`src/rtl/ram_sequencer.sv`:
```
// DRAM-to-SRAM bridge: synchronizes asynchronous host DRAM strobes and replays them as SRAM cycles.
// Optional REFRESH_CNT_EN macro adds a 16-bit count of CAS-before-RAS refresh entries.
module ram_sequencer (
  input  logic        clk,
  input  logic        rst_n,
  input  logic [8:0]  Ain,
  input  logic        RAS_n,
  input  logic        CASU_n,
  input  logic        CASL_n,
  input  logic        WE_n,
  input  logic        OEin_n,
  output logic [17:0] Aout,
  output logic        CE_n,
  output logic        OEout_n,
  output logic        WEout_n,
  output logic        UB_n,
  output logic        LB_n,
`ifdef REFRESH_CNT_EN
  output logic [15:0] refresh_cnt,
`endif
  output logic        busy
);

  typedef enum logic [2:0] {
    ST_IDLE    = 3'd0,
    ST_ROW     = 3'd1,
    ST_ACCESS  = 3'd2,
    ST_PAGE    = 3'd3,
    ST_REFRESH = 3'd4
  } state_t;

  state_t      r_state;
  state_t      w_state_nxt;
  logic [8:0]  r_ain_m;
  logic [8:0]  r_ain_s;
  logic [4:0]  r_strb_m;
  logic [4:0]  r_strb_s;
  logic        r_ras_d;
  logic [1:0]  r_vld_cnt;
  logic [8:0]  r_row;
  logic        r_write;
  logic [17:0] r_aout;
  logic        r_ce_n;
  logic        r_oe_n;
  logic        r_we_n;
  logic        r_ub_n;
  logic        r_lb_n;
  logic        r_busy;
  logic        w_ras_s;
  logic        w_casu_s;
  logic        w_casl_s;
  logic        w_we_s;
  logic        w_oe_s;
  logic        w_ras_fall;
  logic        w_row_ld;
  logic        w_col_ld;
  logic        w_wr;
  logic        w_ce_n;
  logic        w_oe_n;
  logic        w_we_n;
  logic        w_ub_n;
  logic        w_lb_n;

  assign w_ras_s  = r_strb_s[4];
  assign w_casu_s = r_strb_s[3];
  assign w_casl_s = r_strb_s[2];
  assign w_we_s   = r_strb_s[1];
  assign w_oe_s   = r_strb_s[0];

  // A falling edge is only trusted once the synchronizer has flushed its reset
  // contents, so a RAS already low at reset release cannot start a cycle.
  assign w_ras_fall = (r_vld_cnt == 2'd3) && r_ras_d && !w_ras_s;

  // Two-flop synchronizer for every host input, plus edge-detect history
  always_ff @(posedge clk) begin
    if (!rst_n) begin
      r_ain_m   <= 9'd0;
      r_ain_s   <= 9'd0;
      r_strb_m  <= 5'b11111;
      r_strb_s  <= 5'b11111;
      r_ras_d   <= 1'b1;
      r_vld_cnt <= 2'd0;
    end else begin
      r_ain_m   <= Ain;
      r_ain_s   <= r_ain_m;
      r_strb_m  <= {RAS_n, CASU_n, CASL_n, WE_n, OEin_n};
      r_strb_s  <= r_strb_m;
      r_ras_d   <= w_ras_s;
      if (r_vld_cnt != 2'd3) begin
        r_vld_cnt <= r_vld_cnt + 2'd1;
      end
    end
  end

  // Next-state decode; RAS release always takes priority over CAS activity
  always_comb begin
    w_state_nxt = r_state;
    w_row_ld    = 1'b0;
    w_col_ld    = 1'b0;
    case (r_state)
      ST_IDLE: begin
        if (w_ras_fall) begin
          if (w_casu_s && w_casl_s) begin
            w_state_nxt = ST_ROW;
            w_row_ld    = 1'b1;
          end else begin
            w_state_nxt = ST_REFRESH;
          end
        end else begin
          w_state_nxt = ST_IDLE;
        end
      end
      ST_ROW, ST_PAGE: begin
        if (w_ras_s) begin
          w_state_nxt = ST_IDLE;
        end else if (!w_casu_s || !w_casl_s) begin
          w_state_nxt = ST_ACCESS;
          w_col_ld    = 1'b1;
        end else begin
          w_state_nxt = r_state;
        end
      end
      ST_ACCESS: begin
        if (w_ras_s) begin
          w_state_nxt = ST_IDLE;
        end else if (w_casu_s && w_casl_s) begin
          w_state_nxt = ST_PAGE;
        end else begin
          w_state_nxt = ST_ACCESS;
        end
      end
      ST_REFRESH: begin
        if (w_ras_s) begin
          w_state_nxt = ST_IDLE;
        end else begin
          w_state_nxt = ST_REFRESH;
        end
      end
      default: begin
        w_state_nxt = ST_IDLE;
      end
    endcase
  end

  // SRAM strobe values for the state being entered; write strobe waits one cycle for address setup
  always_comb begin
    w_ce_n = 1'b1;
    w_oe_n = 1'b1;
    w_we_n = 1'b1;
    w_ub_n = 1'b1;
    w_lb_n = 1'b1;
    w_wr   = w_col_ld ? !w_we_s : r_write;
    if (w_state_nxt == ST_ACCESS) begin
      w_ce_n = 1'b0;
      w_ub_n = w_casu_s;
      w_lb_n = w_casl_s;
      if (w_wr) begin
        w_oe_n = 1'b1;
        w_we_n = (r_state == ST_ACCESS) ? 1'b0 : 1'b1;
      end else begin
        w_oe_n = w_oe_s;
        w_we_n = 1'b1;
      end
    end else begin
      w_ce_n = 1'b1;
    end
  end

  // State, address latches and registered SRAM outputs
  always_ff @(posedge clk) begin
    if (!rst_n) begin
      r_state <= ST_IDLE;
      r_row   <= 9'd0;
      r_write <= 1'b0;
      r_aout  <= 18'd0;
      r_ce_n  <= 1'b1;
      r_oe_n  <= 1'b1;
      r_we_n  <= 1'b1;
      r_ub_n  <= 1'b1;
      r_lb_n  <= 1'b1;
      r_busy  <= 1'b0;
    end else begin
      r_state <= w_state_nxt;
      if (w_row_ld) begin
        r_row <= r_ain_s;
      end
      if (w_col_ld) begin
        r_write <= !w_we_s;
        r_aout  <= {r_ain_s, r_row};
      end
      r_ce_n  <= w_ce_n;
      r_oe_n  <= w_oe_n;
      r_we_n  <= w_we_n;
      r_ub_n  <= w_ub_n;
      r_lb_n  <= w_lb_n;
      r_busy  <= (w_state_nxt != ST_IDLE);
    end
  end

`ifdef REFRESH_CNT_EN
  logic [15:0] r_refresh_cnt;

  // Count CAS-before-RAS refresh entries, wrapping naturally at 16 bits
  always_ff @(posedge clk) begin
    if (!rst_n) begin
      r_refresh_cnt <= 16'd0;
    end else if ((r_state == ST_IDLE) && (w_state_nxt == ST_REFRESH)) begin
      r_refresh_cnt <= r_refresh_cnt + 16'd1;
    end
  end

  assign refresh_cnt = r_refresh_cnt;
`endif

  assign Aout    = r_aout;
  assign CE_n    = r_ce_n;
  assign OEout_n = r_oe_n;
  assign WEout_n = r_we_n;
  assign UB_n    = r_ub_n;
  assign LB_n    = r_lb_n;
  assign busy    = r_busy;

endmodule
```
`config.mk`:
```
export PLATFORM = sky130hd
export DESIGN_NAME = ram_sequencer
export DESIGN_NICKNAME = d
export VERILOG_FILES = /design/src/rtl/ram_sequencer.sv
export SDC_FILE = /design/constraint.sdc
export NUM_CORES = 1
export LEC_CHECK = 0
export ABC_CLOCK_PERIOD_IN_PS = 1700
export CORE_ASPECT_RATIO = 1.1
export CORE_MARGIN = 5
export CORE_UTILIZATION = 40
export DETAILED_ROUTE_END_ITERATION = 8
export REMOVE_ABC_BUFFERS = 1
export SKIP_CTS_REPAIR_TIMING = 1
export SLEW_MARGIN = 20
export SYNTH_ARGS = -nofsm -noshare
export SYNTH_HDL_FRONTEND = slang
export SYNTH_SLANG_ARGS = --single-unit
```
`constraint.sdc`:
```
create_clock -name clk -period 1.7 [get_ports clk]
set_input_delay 0.51 -clock clk [delete_from_list [all_inputs] [get_ports clk]]
set_output_delay 0.51 -clock clk [all_outputs]
set_load 0.01 [all_outputs]
```
# --- Word-level counts from Yosys, hierarchy flattened ---
# Index checks and enable logic that the tools add are counted.
word_totals:
  ff_bits: 68
  out_inout_bits: 24
  elab_cells: 57
  in_bits: 16
op_classes:
  bitwise: 2
  addsub: 1
  mux: 17
  n_reduce_logical: 14
  eq_ne: 7
ops:
  columns: ["operator", "n"]
  rows:
  - ["two-way mux 3 bit", 5]
  - ["case mux 3 bit (4 select lines)", 1]
  - ["two-way mux 1 bit", 10]
  - ["== test 3 x 2 -> 1 bit, second input constant", 3]
  - ["zero test 1 bit", 4]
  - ["== test 3 x 1 -> 1 bit, second input constant", 1]
  - ["== test 3 bit, second input constant", 1]
  - ["logical AND 1 bit", 3]
  - ["zero test 3 bit", 1]
  - ["AND reduction 3 bit", 1]
  - ["nonzero test 3 bit", 1]
  - ["OR reduction 3 bit", 1]
  - ["adder 2 x 1 -> 2 bit, second input constant", 1]
  - ["== test 2 bit, second input constant", 1]
  - ["two-way mux 2 bit", 1]
  - ["!= test 2 bit, second input constant", 1]
  - ["NOT 1 bit", 2]
  - ["AND reduction 2 bit", 1]
  - ["OR reduction 2 bit", 1]
  - ["logical OR 1 bit", 1]

# --- Depth between registers and ports, before layout ---
# Gate-level depths: netlist of the first run.
depth:
  word_depth: 8
  mapped_depth: 6
  mapped_depth_nobuf: 4

# --- Least setup slack after synthesis of the first run ---
# OpenSTA, ideal clock, no wires.
synth_timing:
  kind: "reg2reg"
  startpoint: "register r_state[2]"
  endpoint: "register r_aout[15] (netlist: Aout[15])"
  arrival_time_ps: 1172
  slack_ps: 396
  n_path_buf: 3
  stages_incl_launch_ff: 7
  setup_ps: 132
  cell_sequence: "dfxtp_1 buf_2 a211o_1 buf_2 buf_6 o21ai_1 a21oi_1"
synth_via:
  elab_chain_cells: 3
  elab_cells_between_ends: 4
  classes_between: "eq/ne: 2; mux: 1; reduce/logical: 1"
synth_lines:
  columns: ["item", "line_no", "rtl"]
  rows:
  - ["from (decl)", "32", "state_t r_state;"]
  - ["from (signal assigned)", "183", "r_state <= w_state_nxt;"]
  - ["== test 3 x 1 -> 1 bit or == test 3 x 2 -> 1 bit (tied branches)", "100", "case (r_state)"]
  - ["OR reduction 2 bit *", "100", null]
  - ["two-way mux 1 bit *", "100", null]
  - ["to (signal assigned)", "189", "r_aout <= {r_ain_s, r_row};"]
  - ["to (decl)", "42", "logic [17:0] r_aout;"]
# Mark *: on every way between the ends. The rest lies on a longest branch, timed or not.
# A chain may end at the register's enable or synchronous reset.

# --- Final worst setup path of the first run ---
layout_timing:
  startpoint: "register r_vld_cnt[0]"
  endpoint: "register r_row[7]"
layout_via:
  elab_chain_cells: 5
layout_lines:
  columns: ["item", "line_no", "rtl"]
  rows:
  - ["from (decl)", "39", "logic [1:0] r_vld_cnt;"]
  - ["from (signal assigned)", "90", "r_vld_cnt <= r_vld_cnt + 2'd1;"]
  - ["== test 2 bit", "72", "assign w_ras_fall = (r_vld_cnt == 2'd3) && r_ras_d && !w_ras_s;"]
  - ["logical AND 1 bit (2 in a row)", "72", null]
  - ["two-way mux 1 bit", "102", "if (w_ras_fall) begin"]
  - ["two-way mux 1 bit", "100", null]
  - ["to (signal assigned)", "185", "r_row <= r_ain_s;"]
  - ["to (decl)", "40", "logic [8:0] r_row;"]
# No other way between the ends.

==> results of run 1 <==
worst min-delay path by stage:
stage                             end  slack (ns)  cells past startpoint
6_report       r_strb_s[2]$_SDFF_PN1_        0.40                      1
5_1_grt        r_strb_s[3]$_SDFF_PN1_        0.43                      1
4_1_cts        r_strb_s[2]$_SDFF_PN1_        0.41                      1
3_5_place_dp   r_strb_s[2]$_SDFF_PN1_        0.39                      1
3_3_place_gp   r_strb_s[3]$_SDFF_PN1_        0.39                      1
2_1_floorplan  r_strb_s[0]$_SDFF_PN1_        0.39                      1
synth_stat cells, types with 3 or more instances:
library cell   n
o21ai_0       13
dfxtp_1       68
and2_1        18
inv_1          3
buf_2          5
o21ai_1       14
nand2b_1      11
nor2_1         6
clkbuf_1       9
a21oi_1       28
nand3_1       28
power breakdown:
part	internal (mW)	total, mW	switching [mW]
sequential	1.64	1.66	0.0222
clock	0.538	1.05	0.508
combinational	0.0836	0.158	0.0742
total	2.26	2.86	0.605
through the flow:
| step | util | std cells | area, um2 |
|---|---|---|---|
| 2_1_floorplan | - | 214 | 2210 |
| 3_3_place_gp | 0.493 | 341 | 2790 |
| 3_5_place_dp | 0.493 | 341 | 2790 |
| 4_1_cts | 0.518 | 353 | 2930 |
| 5_1_grt | 0.529 | 353 | 2990 |
| 6_report | 0.529 | 353 | 2990 |
logic make-up after synthesis:
logic type                 share of synthesized area
adders and majority gates                    0.00547
buffers and inverters                         0.0405
muxes                                        0.00437
AOI/OAI and AO/OA                              0.150
xor gates and xnor gates                     0.00383
DFF                                            0.595
and+or+nand+nor                                0.201
metal layers:
layer  vias up  track usage  share of wire
met5         -            0              0
met4         0       0.0770          0.022
met3         7       0.0363          0.058
met2        43        0.196           0.44
met1       747        0.159           0.48
li1        880            -              -
sequential cells by signal (all words and copies together) (netlist names), 2 cells and up:
register and cells:
r_ain_s 9, r_ain_m 9, Aout 18, r_vld_cnt 2
r_strb_s 5, r_row 9, r_strb_m 5, r_state 3
cell type report:
type,count,area share
repair buffers,50,0.182
inverters,3,0.00376
clock buffers,12,0.0485
flip-flops and latches,68,0.455
well taps,77,0.0322
multi-input cells,143,0.279
==> metrics.txt, run 1 <==
Filler cells=between 500 and 600; std cell rows=29; initial core utilization=0.404; RR Endpoint=r_row[7]$_SDFFE_PN0P_; Leak=about 1.4 nW; Die W=about 80 um; commonest cells after routing, fill and taps aside=68 x dfxtp_1, 28 x nand3_1, 28 x a21oi_1; wire length per cell=12.2 um; post-synthesis async set-or-reset flop share=0; critical path depth=4; hold wc startpoint=r_strb_m[2]$_SDFF_PN1_; Detailed Route WL=around 4300 um; CTS Buf Count=9; area of the mapped netlist=~2300 um2; Slew Limit Fails=0; overall power=around 2.9 mW; Die H=around 90 um; clk_lat worst skew=approximately 0.33 ns; post-synthesis sequential area ratio=0.595; Placer Congestion=0.743; outcome=finished, final reports clean; Total GRT Usage=0.128; final net count=292; CP max FO=9; Worst-Margin Slew=around 0.37 ns; DIE AREA=roughly 7300 um2; RSZ-0062 raised after global routing=no; Final Cycle Share=0.845; peak supply drop=453 uV; detailed-route via count=roughly 1,700; Setup-failing EPs final=0; dpl hpwl=a little under 3000 um; Max-Cap Viols=0; Clock Skew=0.00606 ns; Final Hold Vio Count=0; Multi-input gate area=about 830 um2; Clk Tree Root Cell=clkbuf_8; first-pass GRT wire length=7040 um; worst setup path start=r_vld_cnt[0]$_SDFFE_PN0P_; Final Critical Period=1.44 ns; library cells used by synthesis=33; Buf/Inv on CP=0; worst slack, placed=-0.0889 ns; DR iter-0 viols=94; cells along the critical path=ha_1 -> nand4bb_1 -> o21ai_0 -> a21oi_1; flops & latches, synth=around 70; crit path to=r_row[7]$_SDFFE_PN0P_; hold crit path type=reg2reg; EDFF count, synth=0; CP max-delay cell=dfxtp_1; post-synth top area cell=dfxtp_1; r2r setup slk=about 0.26 ns; ANT cells=0; Worst R2R Start=r_vld_cnt[0]$_SDFFE_PN0P_; Synth Instances=between 200 and 250; total gr overflow=0; largest net degree at the start of global routing=32; vias per inst=4.75; Max Root-Sink Buffers=2; Max-slew headroom=0.752; Post-synth top flop=dfxtp_1; number of global-route vias before repair=about 1,500; Routed Antenna Nets=0; CTS tree=done; Sequential Area=~1400 um2; CP Class=reg2reg; CP Capture Type=register; nature of the critical path startpoint=register; CP arrival=1.66 ns; Cell Pwr Density=approximately 960 nW/um2; reg2reg path depth=4; Sink Count=68; Synth area leaders=dfxtp_1 59%, a21oi_1 6.1%, nand3_1 6.1%; DRC errors left=0; layout cells sized above 1=0.0906; Mean Syn Cell Area=about 10 um2; number of H-tree levels=3; # IOs=40; DR pass1 iterations=4; hold slack=0.404 ns; initial antenna violation count=0; FMAX=between 600 and 700 MHz; Core Region=approximately 5700 um2; PortBufs=39; area share of the largest cell type after synthesis=0.595; commonest non-fill, non-tap cell in the layout=dfxtp_1; Synth Warn #=0; Req. time, crit path=1.92 ns; setup TNS=0 ns; area grow syn2layout=30.8%; final setup margin=about 0.26 ns; Top delay family on crit path=compound AO/OA/AOI/OAI gates; CTS clk-pin slew, worst paths=around 0.06 ns; CP max stage delay=around 0.34 ns
(Power assumes the default switching activity.)
==> run 2: changes to the inputs <==
--- a/config.mk
+++ b/config.mk
@@ -5,7 +5,7 @@
 export SDC_FILE = /design/constraint.sdc
 export NUM_CORES = 1
 export LEC_CHECK = 0
-export ABC_CLOCK_PERIOD_IN_PS = 1700
+export ABC_CLOCK_PERIOD_IN_PS = 1350
 export CORE_ASPECT_RATIO = 1.1
 export CORE_MARGIN = 5
 export CORE_UTILIZATION = 40
==> constraint.sdc (replaced) <==
create_clock -name clk -period 1.35 [get_ports clk]
set_input_delay 0.405 -clock clk [delete_from_list [all_inputs] [get_ports clk]]
set_output_delay 0.405 -clock clk [all_outputs]
set_load 0.01 [all_outputs]
==> run 2 against run 1 <==
Cell count grew 3.1%. Register-to-register slack lost 0.23 ns. Via count grew 2.1%. Clock-buffer cell count shrank 3. Total power grew 27%. Maximum frequency grew 9.3%. Die area is the same. Cell area grew 3.7%. Largest cell class unchanged. Largest power group unchanged.
==> metrics.txt, run 2 (synthesis results as in run 1) <==
Die W=82.1 um (unchanged); Total GRT Usage=0.137 (was 0.128); CTS tree=done (unchanged); number of global-route vias before repair=1,682 (was 1,549); initial antenna violation count=0 (unchanged); Final Cycle Share=0.973 (was 0.845); peak supply drop=570 uV (was 453 uV); Worst R2R Start=r_state[2]$_SDFF_PN0_ (was r_vld_cnt[0]$_SDFFE_PN0P_); FMAX=761 MHz (was 696 MHz); Hold Crit Endpoint=r_strb_s[1]$_SDFF_PN1_ (was r_strb_s[2]$_SDFF_PN1_); Clk Tree Root Cell=clkbuf_8 (unchanged); reg2reg path depth=3 (was 4); wire length per cell=12.1 um (was 12.2 um); Leak=1.46 nW (was 1.40 nW); CP max-delay cell=dfxtp_1 (unchanged); Filler cells=541 (was 550); CP Class=reg2reg (unchanged); std cell rows=29 (unchanged); clk_lat worst skew=0.33 ns (about the same); DRC errors left=0 (unchanged); PortBufs=39 (unchanged); hold path depth=1 (unchanged); Req. time, crit path=1.58 ns (was 1.92 ns); Buf/Inv on CP=0 (unchanged); Die H=89.3 um (unchanged); Detailed Route WL=4400 um (was 4300 um); DR pass1 iterations=4 (unchanged); Max-Cap Viols=0 (unchanged); Setup-failing EPs final=0 (unchanged); Clock Skew=0.00709 ns (was 0.00606 ns); ANT cells=0 (unchanged); Slew Limit Fails=0 (unchanged); critical path depth=3 (was 4); Routed Antenna Nets=0 (unchanged); Largest register FFs=18 (unchanged); CP max FO=6 (was 9); first-pass GRT wire length=7530 um (was 7040 um); commonest non-fill, non-tap cell in the layout=dfxtp_1 (unchanged); Max Root-Sink Buffers=2 (unchanged); CP arrival=1.54 ns (was 1.66 ns); Top delay family on crit path=compound AO/OA/AOI/OAI gates (unchanged); Final Hold Vio Count=0 (unchanged); CTS clk-pin slew, worst paths=0.07 ns (was 0.06 ns); total gr overflow=0 (unchanged); Max-slew headroom=0.811 (was 0.752); worst slack, placed=-0.351 ns (was -0.0889 ns); DR iter-0 viols=130 (was 94); hold wc startpoint=r_strb_m[1]$_SDFF_PN1_ (was r_strb_m[2]$_SDFF_PN1_); final setup margin=0.0358 ns (was 0.263 ns); final net count=300 (was 292); DIE AREA=7340 um2 (unchanged); dpl hpwl=2910 um (about the same); CP Capture Type=register (unchanged); outcome=finished, final reports clean (unchanged); Cell Pwr Density=1180 nW/um2 (was 956 nW/um2); initial core utilization=0.404 (unchanged); layout cells sized above 1=0.146 (was 0.0906); number of H-tree levels=3 (unchanged); final std cells w/o fill=364 (was 353); Placer Congestion=0.740 (was 0.743); RR Endpoint=WEout_n$_SDFF_PN1_ (was r_row[7]$_SDFFE_PN0P_); commonest cells after routing, fill and taps aside=67 x dfxtp_1, 28 x nand3_1, 28 x a21oi_1 (was 68 x dfxtp_1, 28 x nand3_1, 28 x a21oi_1); r2r setup slk=0.04 ns (was 0.26 ns); Worst-Margin Slew=0.283 ns (was 0.371 ns); placed instance count=349 (was 341); largest net degree at the start of global routing=32 (unchanged); vias per inst=4.71 (was 4.75); Final Critical Period=1.31 ns (was 1.44 ns); overall power=3.65 mW (was 2.86 mW); RSZ-0062 raised after global routing=yes (was no); CP max stage delay=0.37 ns (was 0.34 ns); # IOs=40 (unchanged); Core Region=5660 um2 (unchanged); CTS Buf Count=9 (unchanged); area grow syn2layout=35.6% (was 30.8%); cells along the critical path=a211o_1 -> or3_4 -> a21o_1 (was ha_1 -> nand4bb_1 -> o21ai_0 -> a21oi_1); Sink Count=68 (unchanged); nature of the critical path startpoint=register (unchanged); detailed-route via count=1,713 (was 1,677); hold crit path type=reg2reg (unchanged)
## run 2: where the power goes
group / switching (mW) / leakage (nW) / internal (mW)
logic: 0.101 / 0.823 / 0.129
registers: 0.0245 / 0.555 / 2.06
clock network: 0.696 / 0.0844 / 0.638
## run 2: area by class of cell
class / instances / area, um2 / area share
clock inverter: 6 / 32.5 / 0.0105
clock buffer: 9 / 124 / 0.0399
timing repair buffer: 58 / 629 / 0.203
tap: 77 / 96.3 / 0.0310
multi-input combinational: 143 / 848 / 0.273
sequential: 68 / 1360 / 0.439
inverter: 3 / 11.3 / 0.00363
## run 2: worst max path at each step
stage | startpoint | endpoint | slack (ns)
5_1_grt | rst_n | LB_n$_SDFF_PN1_ | -0.006
6_report | r_state[2]$_SDFF_PN0_ | WEout_n$_SDFF_PN1_ | 0.04
3_3_place_gp | rst_n | Aout[2]$_SDFFE_PN0P_ | -0.30
4_1_cts | Aout[15]$_SDFFE_PN0P_ | Aout[15] | -0.30
2_1_floorplan | r_state[0]$_SDFF_PN0_ | WEout_n$_SDFF_PN1_ | -0.37
3_5_place_dp | rst_n | Aout[6]$_SDFFE_PN0P_ | -0.35
## run 2: through the flow
step                TNS [ns]  instance area (um2)   util  hold WS (ns)
floorplan              -5.02                 2210      -         0.386
global placement      -11.22                 2860  0.506         0.387
detailed placement    -12.71                 2860  0.506         0.394
CTS                    -6.45                 3020  0.533         0.409
global route         -0.0117                 3100  0.548         0.430
finish                     0                 3100  0.548         0.406
## run 2: metal layers
layer	share of wire	global-route usage	up-vias
li1	-	-	902
met1	0.47	0.167	771
met2	0.46	0.220	31
met3	0.039	0.0242	9
met4	0.028	0.0906	0
met5	0	0	-
==> RTL change, RTL diff (settings of run 1) <==
Build with the macro `REFRESH_CNT_EN` defined.
--- a/src/rtl/ram_sequencer.sv
+++ b/src/rtl/ram_sequencer.sv
@@ -1,5 +1,7 @@
 // DRAM-to-SRAM bridge: synchronizes asynchronous host DRAM strobes and replays them as SRAM cycles.
 // Optional REFRESH_CNT_EN macro adds a 16-bit count of CAS-before-RAS refresh entries.
+`define REFRESH_CNT_EN
+
 module ram_sequencer (
   input  logic        clk,
   input  logic        rst_n,
Behaviour (old outputs only; new: refresh_cnt): unchanged (equiv_simple and equiv_induct, registers matched by name and starting in step).
==> RTL change against run 1 <==
Non-clock buffer count increased by 27; sequential cell count up 16; synthesized area is 26% higher; design area increased by 36%; clock skew is 0.0026 ns higher; synthesized cell count up 33%; critical path type unchanged; total power grew 33%; clock power increased by 50%; highest routed layer unchanged; core utilization up 4.7 points; routed wire length up 39%; worst setup slack worse by 0.24 ns.
==> RTL change: results (changes against run 1) <==
- Number of inserted diodes: 0 (unchanged)
- Result of the run: finished clean
- The number of flops mapped to enable cells by yosys was 0 (unchanged).
* Overall Global Routing Usage: 0.1358 (+0.007967)
- The maximum clock path buffer count was 2 (unchanged).
- Tightest Hold Check Type: reg2reg
* Detail-routed net length per standard cell: 12.65 um (+4.0%)
- The number of nets in the final layout was 401 (+37%).
* Largest clock skew in the final design: 0.008680 ns (+0.002616 ns)
* Last weighted congestion value of the routability-driven placer: 0.8022 (+8.0%)
* Peak supply drop: 0.4685 mV (+3.5%)
* Cell at the root of the clock tree: clkbuf_8
- The global-route wire length before repair came to 10130 um (+44%).
- The cell area reported after detailed placement came to 3637 sq um (+30%).
- Cell count after placement: 453 (+33%)
* Via-per-instance ratio: 4.805 (+1.2%)
- Max Fanout on Critical Path: 7 (-2)
- Via count of the first global-routing pass: 2236 (+44%)
- Share of async-settable or async-resettable flops after synthesis: 0 (unchanged)
* Filler Cell Count: 659 (+20%)
- The synthesized area per cell was 9.415 sq um (-5.4%).
* Pwr/cell area: 937.2 nW/um^2 (-2.0%)
* Number of warnings printed during yosys synthesis: 0 (unchanged)
- The number of clock buffers inserted by TritonCTS was 9 (unchanged).
- The number of antenna violations at the first check in global routing came to 0 (unchanged).
- The worst setup timing slack at the placement stage is -0.3947 ns (-0.3058 ns).
- Maximum number of pins on one net before global-route repair: 37 (+16%)
- Critical path data arrival time: 1.95 ns (+0.29 ns)
- The quantity of I/O buffers inserted on ports came to 55 (+41%).
* Leading post-synthesis cells by cell area: dfxtp_1 (58%), nand2_1 (8.2%), a21oi_1 (6.8%)
* Clk slew on worst S/H paths: 0.09 ns (+0.03 ns)
- Launch instance of the worst register-to-register path: r_vld_cnt[0]$_SDFFE_PN0P_
- Final HPWL DP: 4003 um (+38%)
* Class of the most critical setup path: reg2reg
* Sequential fraction of the synthesis area: 0.5818 (-0.01304)
* Insertion delay to the later sink of the worst-skew pair: 0.34 ns
- The transition time of the tightest slew-check pin was 0.3960 ns (+0.02481 ns).
- The number of design-rule violations left by the first detailed-router iteration came to 97 (+3.2%).
- The count of cell types in the netlist came to 35 (+6.1%).
* Synth top cells by count: dfxtp_1 (84), nand2_1 (63), a21oi_1 (39)
- The fraction of final layout cells with drive strength greater than 1 came to 0.1675 (+0.07695).
- TritonRoute pass-1 iters: 4 (unchanged)
- The leakage component of the power was 2.065 nW (+47%).
- The routed via count came to 2273 (+36%).
[RTL change: cell count changes in the layout (fill, tap and decap cells not counted), moves of 9 or more]
cell / delta
nand2_1: +60
nand3_1: -21
dlymetal6s2s_1: +17
dfxtp_2: +14
o21ai_1: -13
buf_4: +11
a21oi_1: +9
[RTL change: logic make-up after synthesis]
group           synth area share
simple gates              0.2593
flops                     0.5818
compound gates           0.09697
buf+inv                  0.02511
xor+xnor                 0.02121
mux                     0.006927
fa+ha+maj               0.008657
[RTL change: power breakdown]
| group | leakage [nW] | switching (W) | internal (W) |
|---|---|---|---|
| clock network | 0.112 | 0.000734 | 0.000850 |
| registers | 0.690 | 0.0000262 | 0.00201 |
| logic | 1.26 | 0.0000767 | 0.000105 |
| total | 2.06 | 0.000837 | 0.00297 |
[RTL change: routing by layer]
metal,wire length [um],vias up,track usage
met5,0,-,0
met4,118,0,0.06772
met3,226,11,0.03177
met2,2774,44,0.2225
met1,2865,1036,0.1671
li1,-,1182,-
[RTL change: final timing paths]
path / depth (start not counted) / end / slack (ns)
worst max-delay path: 5 / refresh_cnt[10]$_SDFFE_PN0P_ / 0.03
worst min-delay path: 1 / r_strb_s[2]$_SDFF_PN1_ / 0.41
worst max register to register: 5 / refresh_cnt[10]$_SDFFE_PN0P_ / 0.03
worst min register to register: 1 / r_strb_s[2]$_SDFF_PN1_ / 0.41
[RTL change: cell type report]
cell class / instances / share of cell area
sequential: 84 / 0.4187
clock buffer: 9 / 0.03053
timing repair buffer: 77 / 0.2047
tap: 85 / 0.02621
inverter: 4 / 0.003700
clock inverter: 7 / 0.02590
multi-input combinational: 207 / 0.2902
[RTL change: worst max-delay path: stages (launching register included)]
cell and delay [ns]:
dfxtp_2 0.37, ha_4 0.14, and4bb_4 0.28, nand4_1 0.26, or3_4 0.45, a21oi_2 0.11
